`config.mk`:
```
export PLATFORM = sky130hd
export DESIGN_NAME = rom_dl_sequencer_flat
export DESIGN_NICKNAME = d
export VERILOG_FILES = /design/src/rtl/rom_dl_sequencer_if.sv /design/src/rtl/rom_dl_sequencer.sv /design/src/flat_wrapper.sv
export SDC_FILE = /design/constraint.sdc
export NUM_CORES = 1
export LEC_CHECK = 0
export CAP_MARGIN = 20
export CORE_ASPECT_RATIO = 1.2
export CORE_MARGIN = 2
export CORE_UTILIZATION = 31
export CTS_BUF_LIST = sky130_fd_sc_hd__clkbuf_16
export DETAILED_ROUTE_END_ITERATION = 12
export SYNTH_ARGS = -nofsm -noshare
export SYNTH_HDL_FRONTEND = slang
export SYNTH_SLANG_ARGS = --single-unit
```
`constraint.sdc`:
```
create_clock -name clk_sys -period 2.2 [get_ports clk_sys]
set_input_delay 0.33 -clock clk_sys [delete_from_list [all_inputs] [get_ports clk_sys]]
set_output_delay 0.33 -clock clk_sys [all_outputs]
set_load 0.02 [all_outputs]
```
`src/rtl/rom_dl_sequencer_if.sv`:
```
// HPS download bus and core ROM write port used by rom_dl_sequencer.
// master: the HPS/core environment side; slave: the sequencer.
interface rom_dl_sequencer_if;
    logic        ioctl_download;
    logic        ioctl_wr;
    logic [24:0] ioctl_addr;
    logic [7:0]  ioctl_dout;
    logic        ioctl_wait;
    logic        slot_en;
    logic [15:0] dn_addr;
    logic [7:0]  dn_data;
    logic        dn_wr;

    modport master (
        output ioctl_download,
        output ioctl_wr,
        output ioctl_addr,
        output ioctl_dout,
        output slot_en,
        input  ioctl_wait,
        input  dn_addr,
        input  dn_data,
        input  dn_wr
    );

    modport slave (
        input  ioctl_download,
        input  ioctl_wr,
        input  ioctl_addr,
        input  ioctl_dout,
        input  slot_en,
        output ioctl_wait,
        output dn_addr,
        output dn_data,
        output dn_wr
    );
endinterface

```
`src/rtl/rom_dl_sequencer.sv`:
```
// ROM download sequencer: buffers HPS byte strobes into core ROM write slots,
// checks the download for completeness, and holds the game core in reset
// until a download (or a soft reset) has settled.
//
// state | meaning
// IDLE  | after power-up, core held in reset, waiting for first download
// LOAD  | download window open, bytes buffered and issued
// DRAIN | window closed, waiting for the buffered byte to be issued
// HOLD  | core held in reset for HOLD_CYC cycles
// RUN   | core released
module rom_dl_sequencer #(
    parameter int unsigned ROM_SIZE = 40960,
    parameter int unsigned HOLD_CYC = 16
) (
    input  logic                clk_sys,
    input  logic                reset_n,
    rom_dl_sequencer_if.slave   bus,
    input  logic                soft_reset,
    output logic                core_reset,
    output logic                dl_done,
    output logic                dl_error
);

    localparam logic [24:0] ROM_LIMIT = 25'(ROM_SIZE);
    localparam logic [16:0] ROM_COUNT = 17'(ROM_SIZE);
    localparam logic [7:0]  HOLD_LOAD = 8'(HOLD_CYC);
    localparam logic [16:0] CNT_MAX   = '1;

    typedef enum logic [2:0] {
        S_IDLE  = 3'd0,
        S_LOAD  = 3'd1,
        S_DRAIN = 3'd2,
        S_HOLD  = 3'd3,
        S_RUN   = 3'd4
    } state_t;

    state_t      state;
    state_t      state_nxt;
    logic        armed;
    logic        dl_q;

    logic        buf_valid;
    logic [15:0] buf_addr;
    logic [7:0]  buf_data;
    logic [15:0] out_addr;
    logic [7:0]  out_data;

    logic [16:0] byte_cnt;
    logic        overflow;
    logic [7:0]  hold_cnt;

    logic        dl_rise;
    logic        dl_fall;
    logic        in_window;
    logic        addr_ok;
    logic        issue;
    logic        accept;
    logic        reject;
    logic        hold_done;
    logic        enter_load;
    logic        enter_hold;
    logic        drain_exit;

    // Edge detect is suppressed until one clock after reset release, so the
    // first possible state change lands on the second rising edge.
    assign dl_rise   = armed &  bus.ioctl_download & ~dl_q;
    assign dl_fall   = armed & ~bus.ioctl_download &  dl_q;
    assign in_window = (state == S_LOAD) || (state == S_DRAIN);
    assign addr_ok   = bus.ioctl_addr < ROM_LIMIT;
    assign issue     = buf_valid & bus.slot_en;
    // A strobe landing on the same edge the buffer drains is still taken.
    assign accept    = in_window & bus.ioctl_wr & addr_ok & (~buf_valid | issue);
    assign reject    = in_window & bus.ioctl_wr & ~accept;
    assign hold_done = (hold_cnt <= 8'd1);

    assign bus.ioctl_wait = buf_valid;
    assign bus.dn_wr      = issue;
    // Outputs show the buffer only while writing, otherwise the last issued byte.
    assign bus.dn_addr    = issue ? buf_addr : out_addr;
    assign bus.dn_data    = issue ? buf_data : out_data;

    // State register plus reset-release arming and download edge history.
    always_ff @(posedge clk_sys or negedge reset_n) begin
        if (!reset_n) begin
            state <= S_IDLE;
            armed <= 1'b0;
            dl_q  <= 1'b0;
        end else begin
            state <= state_nxt;
            armed <= 1'b1;
            dl_q  <= armed ? bus.ioctl_download : 1'b0;
        end
    end

    // Next-state logic; a new download rise outranks soft_reset.
    always_comb begin
        state_nxt  = state;
        enter_load = 1'b0;
        enter_hold = 1'b0;
        drain_exit = 1'b0;
        if (armed) begin
            case (state)
                S_IDLE: begin
                    if (dl_rise) begin
                        state_nxt  = S_LOAD;
                        enter_load = 1'b1;
                    end
                end
                S_LOAD: begin
                    if (dl_fall) begin
                        state_nxt = S_DRAIN;
                    end
                end
                S_DRAIN: begin
                    if (dl_rise) begin
                        state_nxt  = S_LOAD;
                        enter_load = 1'b1;
                    end else if (!buf_valid && !accept) begin
                        state_nxt  = S_HOLD;
                        enter_hold = 1'b1;
                        drain_exit = 1'b1;
                    end
                end
                S_HOLD: begin
                    if (dl_rise) begin
                        state_nxt  = S_LOAD;
                        enter_load = 1'b1;
                    end else if (soft_reset) begin
                        state_nxt  = S_HOLD;
                        enter_hold = 1'b1;
                    end else if (hold_done) begin
                        state_nxt = S_RUN;
                    end
                end
                S_RUN: begin
                    if (dl_rise) begin
                        state_nxt  = S_LOAD;
                        enter_load = 1'b1;
                    end else if (soft_reset) begin
                        state_nxt  = S_HOLD;
                        enter_hold = 1'b1;
                    end
                end
                default: begin
                    state_nxt = S_IDLE;
                end
            endcase
        end
    end

    // Single-entry byte buffer; reset discards any pending byte.
    always_ff @(posedge clk_sys or negedge reset_n) begin
        if (!reset_n) begin
            buf_valid <= 1'b0;
            buf_addr  <= '0;
            buf_data  <= '0;
        end else if (accept) begin
            buf_valid <= 1'b1;
            buf_addr  <= bus.ioctl_addr[15:0];
            buf_data  <= bus.ioctl_dout;
        end else if (issue) begin
            buf_valid <= 1'b0;
        end
    end

    // Remember the last issued byte so dn_addr/dn_data stay put between writes.
    always_ff @(posedge clk_sys or negedge reset_n) begin
        if (!reset_n) begin
            out_addr <= '0;
            out_data <= '0;
        end else if (issue) begin
            out_addr <= buf_addr;
            out_data <= buf_data;
        end
    end

    // Issued-byte counter and overflow flag, both restarted with each download.
    always_ff @(posedge clk_sys or negedge reset_n) begin
        if (!reset_n) begin
            byte_cnt <= '0;
            overflow <= 1'b0;
        end else if (enter_load) begin
            byte_cnt <= '0;
            overflow <= 1'b0;
        end else begin
            if (issue && (byte_cnt != CNT_MAX)) begin
                byte_cnt <= byte_cnt + 17'd1;
            end
            if (reject) begin
                overflow <= 1'b1;
            end
        end
    end

    // Hold timer: loaded on every HOLD entry, counts down to terminal count 1.
    always_ff @(posedge clk_sys or negedge reset_n) begin
        if (!reset_n) begin
            hold_cnt <= '0;
        end else if (enter_hold) begin
            hold_cnt <= HOLD_LOAD;
        end else if ((state == S_HOLD) && (hold_cnt != 8'd0)) begin
            hold_cnt <= hold_cnt - 8'd1;
        end
    end

    // Status outputs registered from the next state so they align with it.
    always_ff @(posedge clk_sys or negedge reset_n) begin
        if (!reset_n) begin
            core_reset <= 1'b1;
            dl_done    <= 1'b0;
            dl_error   <= 1'b0;
        end else begin
            core_reset <= (state_nxt != S_RUN);
            dl_done    <= (state == S_HOLD) && (state_nxt == S_RUN) && !dl_error;
            if (drain_exit) begin
                dl_error <= overflow | reject | (byte_cnt != ROM_COUNT);
            end
        end
    end

endmodule
```
`src/flat_wrapper.sv`:
```
// flat-port wrapper written by rule: the top's interface ports become plain ports
module rom_dl_sequencer_flat 
#(
    parameter int unsigned ROM_SIZE = 40960,
    parameter int unsigned HOLD_CYC = 16
)
  (clk_sys, reset_n, soft_reset, core_reset, dl_done, dl_error, bus_ioctl_download, bus_ioctl_wr, bus_ioctl_addr, bus_ioctl_dout, bus_slot_en, bus_ioctl_wait, bus_dn_addr, bus_dn_data, bus_dn_wr);
  rom_dl_sequencer_if bus_i ();
  input  logic clk_sys;
  input  logic reset_n;
  input  logic soft_reset;
  output logic core_reset;
  output logic dl_done;
  output logic dl_error;
  input wire logic [$bits(bus_i.ioctl_download)-1:0] bus_ioctl_download;
  input wire logic [$bits(bus_i.ioctl_wr)-1:0] bus_ioctl_wr;
  input wire logic [$bits(bus_i.ioctl_addr)-1:0] bus_ioctl_addr;
  input wire logic [$bits(bus_i.ioctl_dout)-1:0] bus_ioctl_dout;
  input wire logic [$bits(bus_i.slot_en)-1:0] bus_slot_en;
  output wire logic [$bits(bus_i.ioctl_wait)-1:0] bus_ioctl_wait;
  output wire logic [$bits(bus_i.dn_addr)-1:0] bus_dn_addr;
  output wire logic [$bits(bus_i.dn_data)-1:0] bus_dn_data;
  output wire logic [$bits(bus_i.dn_wr)-1:0] bus_dn_wr;
  assign bus_i.ioctl_download = bus_ioctl_download;
  assign bus_i.ioctl_wr = bus_ioctl_wr;
  assign bus_i.ioctl_addr = bus_ioctl_addr;
  assign bus_i.ioctl_dout = bus_ioctl_dout;
  assign bus_i.slot_en = bus_slot_en;
  assign bus_ioctl_wait = bus_i.ioctl_wait;
  assign bus_dn_addr = bus_i.dn_addr;
  assign bus_dn_data = bus_i.dn_data;
  assign bus_dn_wr = bus_i.dn_wr;
  rom_dl_sequencer #(.ROM_SIZE(ROM_SIZE), .HOLD_CYC(HOLD_CYC)) u_core (.clk_sys(clk_sys), .reset_n(reset_n), .bus(bus_i), .soft_reset(soft_reset), .core_reset(core_reset), .dl_done(dl_done), .dl_error(dl_error));
endmodule
```
==> results.py, run 1 <==
metrics = {
    "status": {
        "outcome": "finished, final reports clean",
    },
    "drt": {
        "vias_per_cell": 4.71,
        "first_iter_violations": 175,
        "drtAntennaViolNets": 0,
        "via_count": 2588,
        "post_drt_wl_per_cell_um": 14.1,
        "drc_errors": 0,
        "drt_pass1_iterations": 4,
        "wl_mm": 7.78,
    },
    "sta": {
        "worst_slack_ns": 0.0687,
        "setup_viol": 0,
        "rsz0062_at_grt": "true",
        "slew_violations": 0,
        "slew_headroom_pct": 50.5,
        "skew_ns": 0.00494,
        "timing.fmax_ghz": 0.469,
        "hold_violations": 0,
        "min_period_ns": 2.13,
        "tightestPinTransition_ns": 0.742,
        "final.period_utilization_pct": 96.9,
    },
    "die": {
        "initial_core_util_pct": 32.1,
        "die_area_um2": 12900,
        "core_area_um2": 11600,
        "dieWidth_um": 104,
        "die_y_um": 124,
        "ioPinCount": 68,
        "rows": 43,
    },
    "synth": {
        "synth-main-ff-cell": "dfrtp_1",
        "synth_seq_area_share_pct": 55.8,
        "synth.avg_cell_area_um2": 12.3,
        "synthArstFlopShare_pct": 100,
        "synth_top_area_cell": "dfrtp_1",
        "netlist.area_leader.share_pct": 55.1,
        "synth_edf_count": 0,
        "yosys_warnings": 0,
        "synth.net_count": 346,
        "yosys_register_bits": 83,
        "synth_area_leaders": "dfrtp_1 (55%), mux2_2 (8.5%), mux2_1 (6.0%), xor2_1 (4.2%), nor2_1 (3.0%)",
        "synth_cell_types": 51,
        "synth_common_cells": "dfrtp_1 (82), nor2_1 (30), mux2_2 (28)",
        "synth_most_common_cell": "dfrtp_1",
        "syn_inst": 302,
        "synth_area_um2": 3730,
    },
    "clocking": {
        "holdBufCountCts": 0,
        "post_cts.repair.setup_buffers": 0,
        "clkSinkCount": 83,
        "cts_tree": "built",
        "cts_made_buffers": 9,
        "cts.path.max_buffers": 2,
        "cts_max_level": 3,
        "insertion_delay_ns": 0.33,
        "clk_pin_slew_worst_paths_ns": 0.06,
        "root_buffer": "clkbuf_16",
    },
    "worst_setup_path": {
        "critPathKind": "in2out",
        "crit_arrival_ns": 1.80,
        "rrSetupSlack_ns": 0.10,
        "critical_path_peak_fanout": 20,
        "setup.worst_path.end_class": "primary output",
        "reg2reg_depth": 10,
        "required_ns": 1.87,
        "startpoint_type": "input pin",
    },
    "layout": {
        "layout-drive-gt1-share_pct": 18.1,
        "nets": 432,
        "insertedDiodeCount": 0,
        "fill_cells": 1153,
        "area_growth_pct": 33.7,
        "stdcell_area_um2": 4980,
        "final_cell_count_no_fill": 550,
    },
    "power_and_ir_drop": {
        "cellPowerDensity_nw_per_um2": 749,
        "peakVddDrop_v": 0.000389,
        "combinationalPowerShare_pct": 13.9,
        "p_clk_share_pct": 38.6,
        "intPower_mw": 2.76,
        "total_power_mw": 3.73,
        "p_switching_uw": 970,
        "p_leak_nw": 2.42,
        "seqPwrFrac_pct": 47.5,
        "swShare_pct": 26.0,
    },
    "global_route": {
        "grt_use_met1_pct": 17.1,
        "grt_max_degree": 46,
        "grt_util_all_layers_pct": 13.2,
        "grt-busiest-layer": "met2",
        "antenna_found_initial": 0,
        "grt_use_met2_pct": 21.1,
        "grt_pass1_wl_mm": 13.4,
        "grt_pass1_vias": 2680,
        "gr-usage-met3_pct": 3.72,
        "grt_overflow": 0,
    },
    "place": {
        "dp_cells": 534,
        "pre_cts_slack_ns": -0.188,
        "place_area_um2": 4710,
        "hpwl_mm": 5.53,
        "port_buffers": 67,
        "gp_congestion": 0.787,
    },
    "flow_run": {
        "cap_violations": 0,
    },
    "hold_path": {
        "hold_class": "in2async",
    },
}
[repair_timing]
item                       in CTS  in global routing
gates resized for setup        24                  3
gates cloned                    0                  0
setup endpoints to repair      24                 26
pin swaps                       0                  0
[routing by layer]
metal,wire [µm],up-vias
met5,0,-
met2,3620,58
li1,-,1245
met3,354,8
met1,3700,1277
met4,103,0
[critical path, cell delays in order]
cell	delay [ns]
clkdlybuf4s50_1	0.47
nand2_2	0.12
buf_12	0.18
mux2_2	0.36
dlygate4sd2_1	0.33
[cell type report]
type	count	area [µm²]	area share, %
sequential	83	2080	41.7
multi-input combinational	199	1580	31.6
timing repair buffer	85	811	16.3
clock buffer	9	225	4.52
tap	157	196	3.94
clock inverter	7	61.3	1.23
inverter	10	37.5	0.753
[power groups by stage]
stage	sequential [mW]	clock (mW)	combinational [mW]
6_report	1.77	1.44	0.517
4_1_cts	1.77	1.49	0.525
5_1_grt	1.80	1.55	0.585
3_5_place_dp	1.80	0	0.522
3_3_place_gp	1.80	0	0.511
2_1_floorplan	1.76	0	0.330
[registers in the layout (all words and copies together) (netlist names)]
signal,cells
u_core.armed,1
u_core.buf_addr,16
u_core.buf_data,8
u_core.bus.ioctl_wait,1
u_core.byte_cnt,17
u_core.core_reset,1
u_core.dl_done,1
u_core.dl_error,1
u_core.dl_q,1
u_core.hold_cnt,8
u_core.out_addr,16
u_core.out_data,8
u_core.overflow,1
u_core.state,3
[layout by cell type (no fill, tap or decap), drive strengths merged, types with 2 or more instances in the layout]
master / netlist / layout
or2: 2 / 2
dfrtp: 82 / 82
clkbuf: 3 / 9
nand2b: 4 / 4
o2111ai: 7 / 7
nor3: 6 / 6
o211ai: 2 / 2
and2: 3 / 3
clkinv: 0 / 3
clkdlybuf4s50: 0 / 42
a21oi: 9 / 9
nand4: 7 / 7
nor2b: 4 / 4
o31ai: 2 / 2
xnor2: 5 / 5
xor2: 18 / 18
nor4: 3 / 3
mux2: 48 / 48
o21ai: 6 / 6
nor3b: 2 / 2
and3: 2 / 2
buf: 7 / 19
dlygate4sd2: 0 / 24
nor2: 31 / 31
and4: 3 / 3
nand3b: 2 / 2
o21bai: 2 / 2
nand3: 3 / 3
inv: 10 / 12
nand2: 6 / 6
nor4b: 2 / 2
ha: 5 / 5
[worst paths after layout]
check,start,to
worst max-delay path,bus_slot_en,bus_dn_addr[0]
worst max register to register,u_core.byte_cnt[9],u_core.byte_cnt[10]
worst min register to register,u_core.buf_data[4],u_core.buf_data[4]
worst min-delay path,reset_n,u_core.out_data[0]
min in group clk_sys,u_core.buf_data[4],u_core.buf_data[4]
max in group asynchronous,reset_n,u_core.buf_addr[7]
[metrics by stage]
step / TNS (ns) / util [%] / hold slack (ns)
3_3_place_gp: -7.62 / 40.6 / 0.386
6_report: 0 / 42.9 / 0.00977
2_1_floorplan: 0 / - / 0.0344
4_1_cts: 0 / 42.8 / 0.0302
5_1_grt: -0.00259 / 42.9 / 0.0534
3_5_place_dp: -7.73 / 40.6 / 0.397
[cells by family after synthesis]
family / share of synthesized area [%]
AOI/OAI and AO/OA: 7.02
other: 0.101
and+or+nand+nor: 13.2
DFF: 55.8
muxes: 14.5
buffers and inverters: 2.38
xor gates and xnor gates: 5.40
adders and majority gates: 1.68
Note: power is estimated with default switching activity, not from simulation.
==> run 2, diff against run 1 <==
Settings changed: MAX_ROUTING_LAYER set to met4.
==> run 2 against run 1 <==
  * Fmax barely moved
  * Routed wire length barely moved
  * Via count about the same
  * Global-route usage is 0.38 points higher
  * Critical path type unchanged
  * Critical endpoint is now bus_dn_addr[11]
  * Largest cell class unchanged
==> results.py, run 2 (synthesized netlist as in run 1, its figures left out) <==
metrics = {
    "hold_path": {
        "hold_class": "in2async",
    },
    "status": {
        "outcome": "finished, final reports clean",
    },
    "clocking": {
        "root_buffer": "clkbuf_16",
        "cts_max_level": 3,
        "cts.path.max_buffers": 2,
        "cts_made_buffers": 9,
        "clkSinkCount": 83,
        "holdBufCountCts": 0,
        "cts_tree": "built",
        "insertion_delay_ns": 0.33,
        "clk_pin_slew_worst_paths_ns": 0.06,
    },
    "power_and_ir_drop": {
        "cellPowerDensity_nw_per_um2": 749,
        "total_power_mw": 3.73,
        "p_leak_nw": 2.42,
        "peakVddDrop_v": 0.000389,
    },
    "drt": {
        "drc_errors": 0,
        "wl_mm": 7.78,
        "post_drt_wl_per_cell_um": 14.1,
        "first_iter_violations": 184,
        "drtAntennaViolNets": 0,
        "via_count": 2586,
        "vias_per_cell": 4.70,
        "drt_pass1_iterations": 4,
    },
    "sta": {
        "slew_violations": 0,
        "slew_headroom_pct": 50.5,
        "setup_viol": 0,
        "final.period_utilization_pct": 97.0,
        "hold_violations": 0,
        "timing.fmax_ghz": 0.469,
        "min_period_ns": 2.13,
        "rsz0062_at_grt": "true",
        "whs_ns": 0.00939,
        "tightestPinTransition_ns": 0.742,
        "skew_ns": 0.00495,
    },
    "worst_setup_path": {
        "cp_top_family": "buffers and inverters",
        "startpoint_type": "input pin",
        "crit_arrival_ns": 1.80,
        "critical_path_buf_inv_count": 3,
        "critical_path_peak_fanout": 20,
        "worstPathCellList": "clkdlybuf4s50_1 -> nand2_2 -> buf_12 -> mux2_2 -> dlygate4sd2_1",
        "crit_path_max_incr_delay_ns": 0.47,
        "slowest_stage": "clkdlybuf4s50_1",
        "critPathKind": "in2out",
        "setup.worst_path.end_class": "primary output",
        "required_ns": 1.87,
    },
    "die": {
        "die_area_um2": 12900,
        "ioPinCount": 68,
        "die_y_um": 124,
        "core_area_um2": 11600,
        "initial_core_util_pct": 32.1,
        "rows": 43,
        "dieWidth_um": 104,
    },
    "layout": {
        "multiInputGateArea_um2": 1580,
        "layout.area.seq_um2": 2080,
        "area_growth_pct": 33.7,
        "fill_cells": 1153,
        "largest_reg_flops": 17,
        "final_cell_mix": "dfrtp_1 (82), clkdlybuf4s50_1 (42), nor2_1 (30), mux2_2 (28), dlygate4sd2_1 (24)",
        "nets": 432,
        "top_register": "u_core.byte_cnt",
        "final_common_cell": "dfrtp_1",
        "reg_top3": "u_core.byte_cnt x17, u_core.buf_addr x16, u_core.out_addr x16",
        "layout-drive-gt1-share_pct": 18.1,
        "insertedDiodeCount": 0,
    },
    "flow_run": {
        "cap_violations": 0,
    },
    "global_route": {
        "grt_util_all_layers_pct": 13.5,
        "grt_pass1_vias": 2686,
        "antenna_found_initial": 0,
        "grt_overflow": 0,
        "grt_max_degree": 46,
        "grt_pass1_wl_mm": 13.3,
    },
    "place": {
        "hpwl_mm": 5.53,
        "gp_congestion": 0.798,
        "port_buffers": 67,
    },
}
==> run 2: path summary, 6_finish.rpt <==
kind / startpoint / endpoint / slack, ns / cells after the start
min: reset_n / u_core.out_data[0] / 0.009 / 1
max reg2reg: u_core.byte_cnt[9] / u_core.byte_cnt[10] / 0.10 / 10
min reg2reg: u_core.buf_data[4] / u_core.buf_data[4] / 0.48 / 1
max in group asynchronous: reset_n / u_core.buf_addr[7] / 1.58 / 2
max: bus_slot_en / bus_dn_addr[11] / 0.07 / 5
min in group clk_sys: u_core.buf_data[4] / u_core.buf_data[4] / 0.48 / 1
==> run 2: timing repair <==
item	4_1_cts	5_1_grt
setup buffers	0	0
gates resized for setup	24	3
setup endpoints to repair	24	26
cloned	0	0
==> run 2: routing by layer <==
metal	up-vias	routed length, µm	GRT usage [%]
met5	-	0	-
met4	0	103	4.81
met3	8	334	3.56
met2	58	3630	21.1
met1	1276	3710	17.2
li1	1244	-	-
==> run 2: power by group <==
part	switching [mW]	internal (mW)
combinational	0.255	0.262
clock	0.577	0.864
sequential	0.138	1.64
total	0.970	2.76
==> run 2: cell type report <==
cell class / instances / share of cell area [%]
inverters: 10 / 0.753
well taps: 157 / 3.94
clock buffers: 9 / 4.52
multi-input cells: 199 / 31.6
flip-flops and latches: 83 / 41.7
clock inverters: 7 / 1.23
repair buffers: 85 / 16.3
==> run 2: through the flow <==
stage          setup TNS (ns)  std cells  setup slack, ns  cell area, µm²  util [%]
2_1_floorplan               0        302            0.115            3730         -
3_3_place_gp            -7.62        534           -0.186            4710      40.6
3_5_place_dp            -7.73        534           -0.188            4710      40.6
4_1_cts                     0        550           0.0224            4970      42.8
5_1_grt              -0.00259        550         -0.00259            4980      42.9
6_report                    0        550           0.0669            4980      42.9
